==> config.mk <==
export PLATFORM = sky130hd
export DESIGN_NAME = fft_input_collector_flat
export DESIGN_NICKNAME = d
export VERILOG_FILES = /design/src/rtl/fft_input_collector_if.sv /design/src/rtl/fft_input_collector.sv /design/src/flat_wrapper.sv
export SDC_FILE = /design/constraint.sdc
export NUM_CORES = 1
export LEC_CHECK = 0
export BUFFER_PORTS_ARGS = -buffer_cell sky130_fd_sc_hd__buf_2
export CAP_MARGIN = 20
export CORE_MARGIN = 2
export CORE_UTILIZATION = 57
export DETAILED_ROUTE_END_ITERATION = 8
export PLACE_DENSITY = 0.78
export SLEW_MARGIN = 5
export SYNTH_ARGS = -nofsm -noshare
export SYNTH_HDL_FRONTEND = slang
export SYNTH_SLANG_ARGS = --single-unit
export TNS_END_PERCENT = 50
==> constraint.sdc <==
create_clock -name sys_clk_i -period 3.2 [get_ports sys_clk_i]
set_input_delay 0.64 -clock sys_clk_i [delete_from_list [all_inputs] [get_ports sys_clk_i]]
set_output_delay 0.64 -clock sys_clk_i [all_outputs]
set_load 0.05 [all_outputs]
==> src/rtl/fft_input_collector_if.sv <==
// Sample-in / frame-out bundle for fft_input_collector.
// slave is the collector's view, master is the producer/consumer side.
interface fft_input_collector_if #(
    parameter int DATA_WIDTH = 8,
    parameter int N_POINT    = 4
);
    logic                          s_valid_i;
    logic                          s_ready_o;
    logic [DATA_WIDTH-1:0]         s_real_i;
    logic [DATA_WIDTH-1:0]         s_imag_i;
    logic                          s_last_i;
    logic                          m_valid_o;
    logic                          m_ready_i;
    logic [DATA_WIDTH*N_POINT-1:0] xn_real_o;
    logic [DATA_WIDTH*N_POINT-1:0] xn_imag_o;
    logic                          m_short_o;

    modport slave (
        input  s_valid_i, s_real_i, s_imag_i, s_last_i, m_ready_i,
        output s_ready_o, m_valid_o, xn_real_o, xn_imag_o, m_short_o
    );

    modport master (
        output s_valid_i, s_real_i, s_imag_i, s_last_i, m_ready_i,
        input  s_ready_o, m_valid_o, xn_real_o, xn_imag_o, m_short_o
    );
endinterface

==> src/rtl/fft_input_collector.sv <==
// Serial-to-parallel ping-pong collector: packs N_POINT complex samples per frame
// for the radix-4 butterfly; short frames are zero-padded and flagged.
module fft_input_collector #(
    parameter int DATA_WIDTH = 8,
    parameter int N_POINT    = 4
) (
    input  logic                  sys_clk_i,
    input  logic                  rst_n_i,
    fft_input_collector_if.slave  bus
);
    localparam int CW = $clog2(N_POINT);
    localparam logic [CW-1:0] LAST_SLOT = CW'(N_POINT - 1);

    localparam logic [1:0] EMPTY   = 2'd0;
    localparam logic [1:0] FILLING = 2'd1;
    localparam logic [1:0] FULL    = 2'd2;

    logic [1:0]            state     [2];
    logic [1:0]            state_nxt [2];
    logic [DATA_WIDTH-1:0] mem_r     [2][N_POINT];
    logic [DATA_WIDTH-1:0] mem_i     [2][N_POINT];
    logic                  bank_short[2];
    logic                  wr_ptr, rd_ptr, wr_nxt;
    logic [CW-1:0]         count;
    logic                  ready_q, ready_nxt;
    logic                  accept, xfer, close, m_valid;

    assign m_valid = (state[rd_ptr] == FULL);
    assign accept  = bus.s_valid_i & ready_q;
    assign xfer    = m_valid & bus.m_ready_i;
    assign close   = accept & ((count == LAST_SLOT) | bus.s_last_i);

    // ready is registered from the post-edge bank state, so a transfer that frees
    // the next write bank in the same edge another bank closes keeps ready high.
    always_comb begin
        state_nxt = state;
        if (xfer)
            state_nxt[rd_ptr] = EMPTY;
        if (state[wr_ptr] == EMPTY)
            state_nxt[wr_ptr] = FILLING;
        if (close)
            state_nxt[wr_ptr] = FULL;
        wr_nxt    = wr_ptr ^ close;
        ready_nxt = (state_nxt[wr_nxt] != FULL);
    end

    always_ff @(posedge sys_clk_i) begin
        if (!rst_n_i) begin
            for (int unsigned b = 0; b < 2; b++) begin
                state[b]      <= EMPTY;
                bank_short[b] <= 1'b0;
                for (int unsigned k = 0; k < N_POINT; k++) begin
                    mem_r[b][k] <= '0;
                    mem_i[b][k] <= '0;
                end
            end
            wr_ptr  <= 1'b0;
            rd_ptr  <= 1'b0;
            count   <= '0;
            ready_q <= 1'b1;
        end else begin
            state   <= state_nxt;
            wr_ptr  <= wr_nxt;
            ready_q <= ready_nxt;
            // The read bank is FULL, the write bank never is, so these never collide.
            if (xfer) begin
                rd_ptr             <= ~rd_ptr;
                bank_short[rd_ptr] <= 1'b0;
                for (int unsigned k = 0; k < N_POINT; k++) begin
                    mem_r[rd_ptr][k] <= '0;
                    mem_i[rd_ptr][k] <= '0;
                end
            end
            if (accept) begin
                mem_r[wr_ptr][count] <= bus.s_real_i;
                mem_i[wr_ptr][count] <= bus.s_imag_i;
                count                <= close ? '0 : count + 1'b1;
                if (close)
                    bank_short[wr_ptr] <= (count != LAST_SLOT);
            end
        end
    end

    always_comb begin
        bus.xn_real_o = '0;
        bus.xn_imag_o = '0;
        for (int unsigned k = 0; k < N_POINT; k++) begin
            bus.xn_real_o[k*DATA_WIDTH +: DATA_WIDTH] = mem_r[rd_ptr][k];
            bus.xn_imag_o[k*DATA_WIDTH +: DATA_WIDTH] = mem_i[rd_ptr][k];
        end
    end

    assign bus.m_valid_o = m_valid;
    assign bus.m_short_o = bank_short[rd_ptr];
    assign bus.s_ready_o = ready_q;
endmodule
==> src/flat_wrapper.sv <==
// flat-port wrapper written by rule: the top's interface ports become plain ports
module fft_input_collector_flat 
#(
    parameter int DATA_WIDTH = 8,
    parameter int N_POINT    = 4
)
  (sys_clk_i, rst_n_i, bus_s_valid_i, bus_s_real_i, bus_s_imag_i, bus_s_last_i, bus_m_ready_i, bus_s_ready_o, bus_m_valid_o, bus_xn_real_o, bus_xn_imag_o, bus_m_short_o);
  fft_input_collector_if #(.DATA_WIDTH(DATA_WIDTH), .N_POINT(N_POINT)) bus_i ();
  input  logic sys_clk_i;
  input  logic rst_n_i;
  input wire logic [$bits(bus_i.s_valid_i)-1:0] bus_s_valid_i;
  input wire logic [$bits(bus_i.s_real_i)-1:0] bus_s_real_i;
  input wire logic [$bits(bus_i.s_imag_i)-1:0] bus_s_imag_i;
  input wire logic [$bits(bus_i.s_last_i)-1:0] bus_s_last_i;
  input wire logic [$bits(bus_i.m_ready_i)-1:0] bus_m_ready_i;
  output wire logic [$bits(bus_i.s_ready_o)-1:0] bus_s_ready_o;
  output wire logic [$bits(bus_i.m_valid_o)-1:0] bus_m_valid_o;
  output wire logic [$bits(bus_i.xn_real_o)-1:0] bus_xn_real_o;
  output wire logic [$bits(bus_i.xn_imag_o)-1:0] bus_xn_imag_o;
  output wire logic [$bits(bus_i.m_short_o)-1:0] bus_m_short_o;
  assign bus_i.s_valid_i = bus_s_valid_i;
  assign bus_i.s_real_i = bus_s_real_i;
  assign bus_i.s_imag_i = bus_s_imag_i;
  assign bus_i.s_last_i = bus_s_last_i;
  assign bus_i.m_ready_i = bus_m_ready_i;
  assign bus_s_ready_o = bus_i.s_ready_o;
  assign bus_m_valid_o = bus_i.m_valid_o;
  assign bus_xn_real_o = bus_i.xn_real_o;
  assign bus_xn_imag_o = bus_i.xn_imag_o;
  assign bus_m_short_o = bus_i.m_short_o;
  fft_input_collector #(.DATA_WIDTH(DATA_WIDTH), .N_POINT(N_POINT)) u_core (.sys_clk_i(sys_clk_i), .rst_n_i(rst_n_i), .bus(bus_i));
endmodule
==> results of run 1 <==
## cell type report
type / instances / area share [%]
flip-flops and latches: 140 / 55.1
clock inverters: 13 / 1.45
well taps: 140 / 2.36
multi-input cells: 263 / 27.4
inverters: 3 / 0.152
clock buffers: 19 / 6.26
repair buffers: 99 / 7.26
## where the power goes
group          internal [W]  switching, W
logic              0.000146      0.000392
registers           0.00209     0.0000363
clock network       0.00112      0.000736
total               0.00336       0.00116
## cells by family (layout without fill, tap and decap cells)
kind of cell | after synthesis | count (layout) | synth area share, %
AOI/OAI and AO/OA | 25 | 25 | 2.93
xor gates and xnor gates | 2 | 2 | 0.281
adders and majority gates | 4 | 4 | 0.802
buffers and inverters | 26 | 134 | 2.04
DFF | 140 | 140 | 65.4
muxes | 65 | 65 | 11.7
and+or+nand+nor | 167 | 167 | 16.8
## registers in the layout (all words and copies together), names as in the netlist, named ones only
name / count
u_core.mem_i: 64
u_core.wr_ptr: 1
u_core.state: 4
u_core.bank_short: 2
u_core.count: 2
u_core.bus.s_ready_o: 1
u_core.rd_ptr: 1
u_core.mem_r: 64
## per-stage QoR
| step | worst slack, ps | hold slack, ps |
|---|---|---|
| 4_1_cts | 644 | 376 |
| 3_5_place_dp | 712 | 463 |
| 2_1_floorplan | 579 | 446 |
| 6_report | 651 | 401 |
| 5_1_grt | 618 | 386 |
| 3_3_place_gp | 830 | 463 |
## final timing paths
| kind | slack (ps) | to | cells after the start |
|---|---|---|---|
| max reg2reg | 960 | u_core.mem_r[1][31] | 3 |
| max | 650 | bus_xn_real_o[27] | 3 |
| min | 400 | u_core.bus.s_ready_o | 2 |
| min reg2reg | 480 | u_core.bank_short[0] | 1 |
## per-layer routing
layer / part of all wire (%) / vias to the layer above / routed length, um / global-route usage [%]
li1: - / 1739 / - / -
met1: 41 / 1900 / 5390 / 29.7
met2: 52 / 103 / 6800 / 39.4
met3: 4.7 / 19 / 616 / 5.74
met4: 1.4 / 0 / 183 / 7.88
met5: 0 / - / 0 / 0
## critical path: stages (launching register included)
cell,delay (ps)
dfxtp_2,400
buf_12,300
mux2_2,400
buf_2,220
## cell usage in the layout (no fill, tap or decap), drive strengths merged, types with 2 or more instances in the layout
cell type  count
nand4          2
nand3          2
o211a          2
a21boi         5
clkinv         6
nand2          6
buf           99
and3           4
o21a           3
nor2           8
nand2b         4
mux2          65
clkbuf        19
edfxtp       128
ha             4
xnor2          2
nand4b         2
and2         129
o21ai          8
inv            9
dfxtp         12
==> impl_metrics.toml, run 1 <==
[logic_synthesis]
synth_top_area_cell = "edfxtp_1"
postSynth.topFlopCell = "edfxtp_1"
ys_warn_count = 0
synth.ff_latch_count = 140
async_reset_ff_share_pct = 0
synth-edff-count = 128
largest_cells_by_area_after_synthesis = "edfxtp_1, and2_1, mux2_2"
synth.distinct_cells = 41
netlist_top_cells_count = "and2_1, edfxtp_1, mux2_2, buf_2, dfxtp_1"
synth.top_cell.area_share_pct = 61.6
syn_nets = 454
postSynthCellCount = 429
yosysSeqAreaShare_pct = 65.4
post-synth-top-count-cell = "and2_1"
postSynthAreaPerCell_um2 = 14.5
netlist_area_um2 = 6240

[power]
vdd_ir_drop_max_v = 0.000397
pwr_density_cell_nw_per_um2 = 610
power_leakage_nw = 3.02
fin_total_pwr_w = 0.00452

[timing]
finalClockSkew_ps = 8.38
fmax_mhz = 392
timing.final.crit_share_pct = 79.6
timing_max_transition_violations_final = 0
report.final.hold_viol_count = 0
tns_ps = 0
timing.slew.headroom_pct = 38.1
rsz0062_at_grt = "no"
crit_path_time_final_ps = 2550
worstMarginPinSlew_ps = 926
report.final.setup_viol = 0

[finish]
area_delta_synth_final_pct = 18.7
seqCellArea_um2 = 4090
filler_cell_count = 747
multiInputGateArea_um2 = 2030
final_cells = 677
postLayoutCellArea_um2 = 7410
finalNetCount = 549
antenna-diode-count = 0
drive_gt1_share_pct = 37.8
layout.core_utilization_pct = 69.0

[flow_run]
drv.max_cap_violation_count = 0

[placed_design]
io_buffers = 87
gp_congestion = 0.831
post-dp-hpwl_um = 8310
place_area_um2 = 6840
dp.cells = 645

[clock_network]
cts_htree_levels = 4
clock-sinks = 140
cts_inserted_buffers = 17
root_buffer = "clkbuf_8"
postCtsHoldBufs = 0
cts_tree = "built"
post_cts.resized_instances = 0
clock_path_buffers = 2
cts.clk_slew.worst_paths_ps = 60
postCtsSetupRepairBufs = 0
insertion_delay_ps = 520

[floorplan]
initial_utilization_pct = 58.1
io_pins = 88
rows = 38
core_area_um2 = 10700
overall_die_area_um2 = 11800
die_height_um = 109
floorplan.die.width_um = 109

[worst_setup_path]
crit_type = "reg2out"
critPathLaunchType = "flip-flop"
crit_path_max_fanout = 62
worst_ep_required_time_ps = 2560
timing.critical_path.to_type = "primary output"
worstPathArrival_ps = 1910
r2r-start = "u_core.bus.s_ready_o"

[routing]
drt_pre_antenna_iters = 5
post-route-drc-count = 0
initialDrtViolationCount = 287
total_via_count_after_detailed_routing = 3761
drtAntennaViolNets = 0
vias_per_cell = 5.56
totalWireLength_um = 13000
routedWlPerCell_um = 19.2

[global_route]
grt_antenna_before_repair = 0
grt.total_usage_pct = 23.3
number_of_global_route_vias_before_repair = 3821
grt_first_pass_wirelength_um = 19900
global_route.overflow_total = 0
grt_max_degree = 63

[worst_hold_path]
type_of_the_worst_min_delay_path = "in2reg"
hold_start = "bus_m_ready_i"

[run_status]
status = "finished clean"
(Power assumes the default switching activity.)
==> inputs of run 2 (changes only) <==
Settings changed: CORE_UTILIZATION 57 to 52, PLACE_DENSITY 0.78 to 0.75.
Clock period 3.2 ns to 2.2 ns, I/O delays scaled along.
==> run 2 against run 1 <==
  * Sequential share of layout area is 0.68 points lower
  * Worst hold slack lost 110 ps
  * Critical endpoint is now bus_xn_imag_o[13]
  * Combinational power increased by 46%
  * Sequential power is 45% higher
  * First-iteration DRC count shrank 36%
  * Power rose by 51%
==> impl_metrics.toml, run 2 (same netlist as run 1, synthesis figures left out) <==
[run_status]
status = "finished clean"

[placed_design]
place_area_um2 = 6860
io_buffers = 87
post-dp-hpwl_um = 8050
gp_congestion = 0.788
dp.cells = 654

[routing]
initialDrtViolationCount = 185
routedWlPerCell_um = 18.6
drtAntennaViolNets = 0
totalWireLength_um = 12800
vias_per_cell = 5.42
total_via_count_after_detailed_routing = 3722
post-route-drc-count = 0
drt_pre_antenna_iters = 6

[global_route]
grt_antenna_before_repair = 0
grt.total_usage_pct = 20.4
grt_first_pass_wirelength_um = 19400
grt_max_degree = 66
global_route.overflow_total = 0
number_of_global_route_vias_before_repair = 3760

[finish]
most_common_cell_after_layout_fill_and_taps_aside = "and2_1"
layout.core_utilization_pct = 63.3
drive_gt1_share_pct = 37.6
most-common-layout-cells = "and2_1, edfxtp_1, buf_2"
filler_cell_count = 860
final_cells = 687
postLayoutCellArea_um2 = 7500
largest_registers = "u_core.mem_i: 64 flops, u_core.mem_r: 64 flops, u_core.state: 4 flops"
area_delta_synth_final_pct = 20.2
antenna-diode-count = 0
finalNetCount = 552

[floorplan]
core_area_um2 = 11900
initial_utilization_pct = 52.6
floorplan.die.width_um = 114
rows = 40
overall_die_area_um2 = 12900
die_height_um = 114
io_pins = 88

[worst_hold_path]
type_of_the_worst_min_delay_path = "in2reg"

[worst_setup_path]
critPathSlowestCell = "dfxtp_2"
timing.critical_path.to_type = "primary output"
max_stage_delay_on_crit_path_ps = 420
crit_path_max_fanout = 32
critPathBufInv = 2
critical_path.top_delay_family = "buffers and inverters"
crit_type = "reg2out"
critical_path.cell_chain = "clkbuf_16 > mux2_2 > buf_2"
critPathLaunchType = "flip-flop"
worstPathArrival_ps = 1730
worst_ep_required_time_ps = 1760
setup.reg_to_reg.worst_slack_ps = 370

[clock_network]
postCtsHoldBufs = 0
insertion_delay_ps = 420
root_buffer = "clkbuf_16"
cts_tree = "built"
postCtsSetupRepairBufs = 0
cts.clk_slew.worst_paths_ps = 60
clock_path_buffers = 2
cts_inserted_buffers = 17
clock-sinks = 140
cts_htree_levels = 4

[timing]
timing.slew.headroom_pct = 41.5
post_route_worst_hold_slack_ps = 294
crit_path_time_final_ps = 2170
report.final.setup_viol = 0
finalClockSkew_ps = 6.03
fmax_mhz = 462
worstMarginPinSlew_ps = 874
tns_ps = 0
timing_max_transition_violations_final = 0
timing.final.crit_share_pct = 98.4
report.final.hold_viol_count = 0

[power]
pwr_density_cell_nw_per_um2 = 907
vdd_ir_drop_max_v = 0.000430
power_leakage_nw = 3.05

[flow_run]
drv.max_cap_violation_count = 0
[run 2: final cells by class]
cell class,count,area (um2),share of cell area [%]
Tap cell,147,184,2.45
Clock inverter,12,171,2.28
Clock buffer,20,437,5.82
Multi-Input combinational cell,263,2030,27.0
Inverter,3,11.3,0.150
Sequential cell,140,4090,54.4
Timing Repair Buffer,102,586,7.80
[run 2: per-layer routing]
layer  part of all wire (%)  track usage [%]  wire length [um]  vias to the layer above
li1                       -                -                 -                     1741
met3                    6.6             6.32               850                       29
met2                     49             33.6              6280                      121
met4                    2.9             8.70               376                        0
met1                     41             25.0              5280                     1831
met5                      0                0                 0                        -
[run 2: stage by stage]
stage / setup slack [ps] / total power, W
detailed placement: 285 / 0.00392
CTS: 11.1 / 0.00684
floorplan: -421 / 0.00370
global placement: 393 / 0.00390
finish: 34.8 / 0.00681
global route: -14.3 / 0.00702
[run 2: what timing repair did]
item,4_1_cts,5_1_grt
resized for setup,0,1
hold endpoints to repair,0,0
setup endpoints to repair,0,27
[run 2: path summary, 6_finish.rpt]
check	from	end	depth (start not counted)
min reg2reg	u_core.bank_short[0]	u_core.bank_short[0]	1
min	bus_m_ready_i	u_core.bus.s_ready_o	2
max	flip-flop	bus_xn_imag_o[13]	3
max reg2reg	u_core.wr_ptr	u_core.mem_r[1][10]	3
[run 2: power by group]
group / internal, W / switching (W)
logic: 0.000217 / 0.000567
clock network: 0.00189 / 0.00105
registers: 0.00304 / 0.0000492
total: 0.00514 / 0.00167
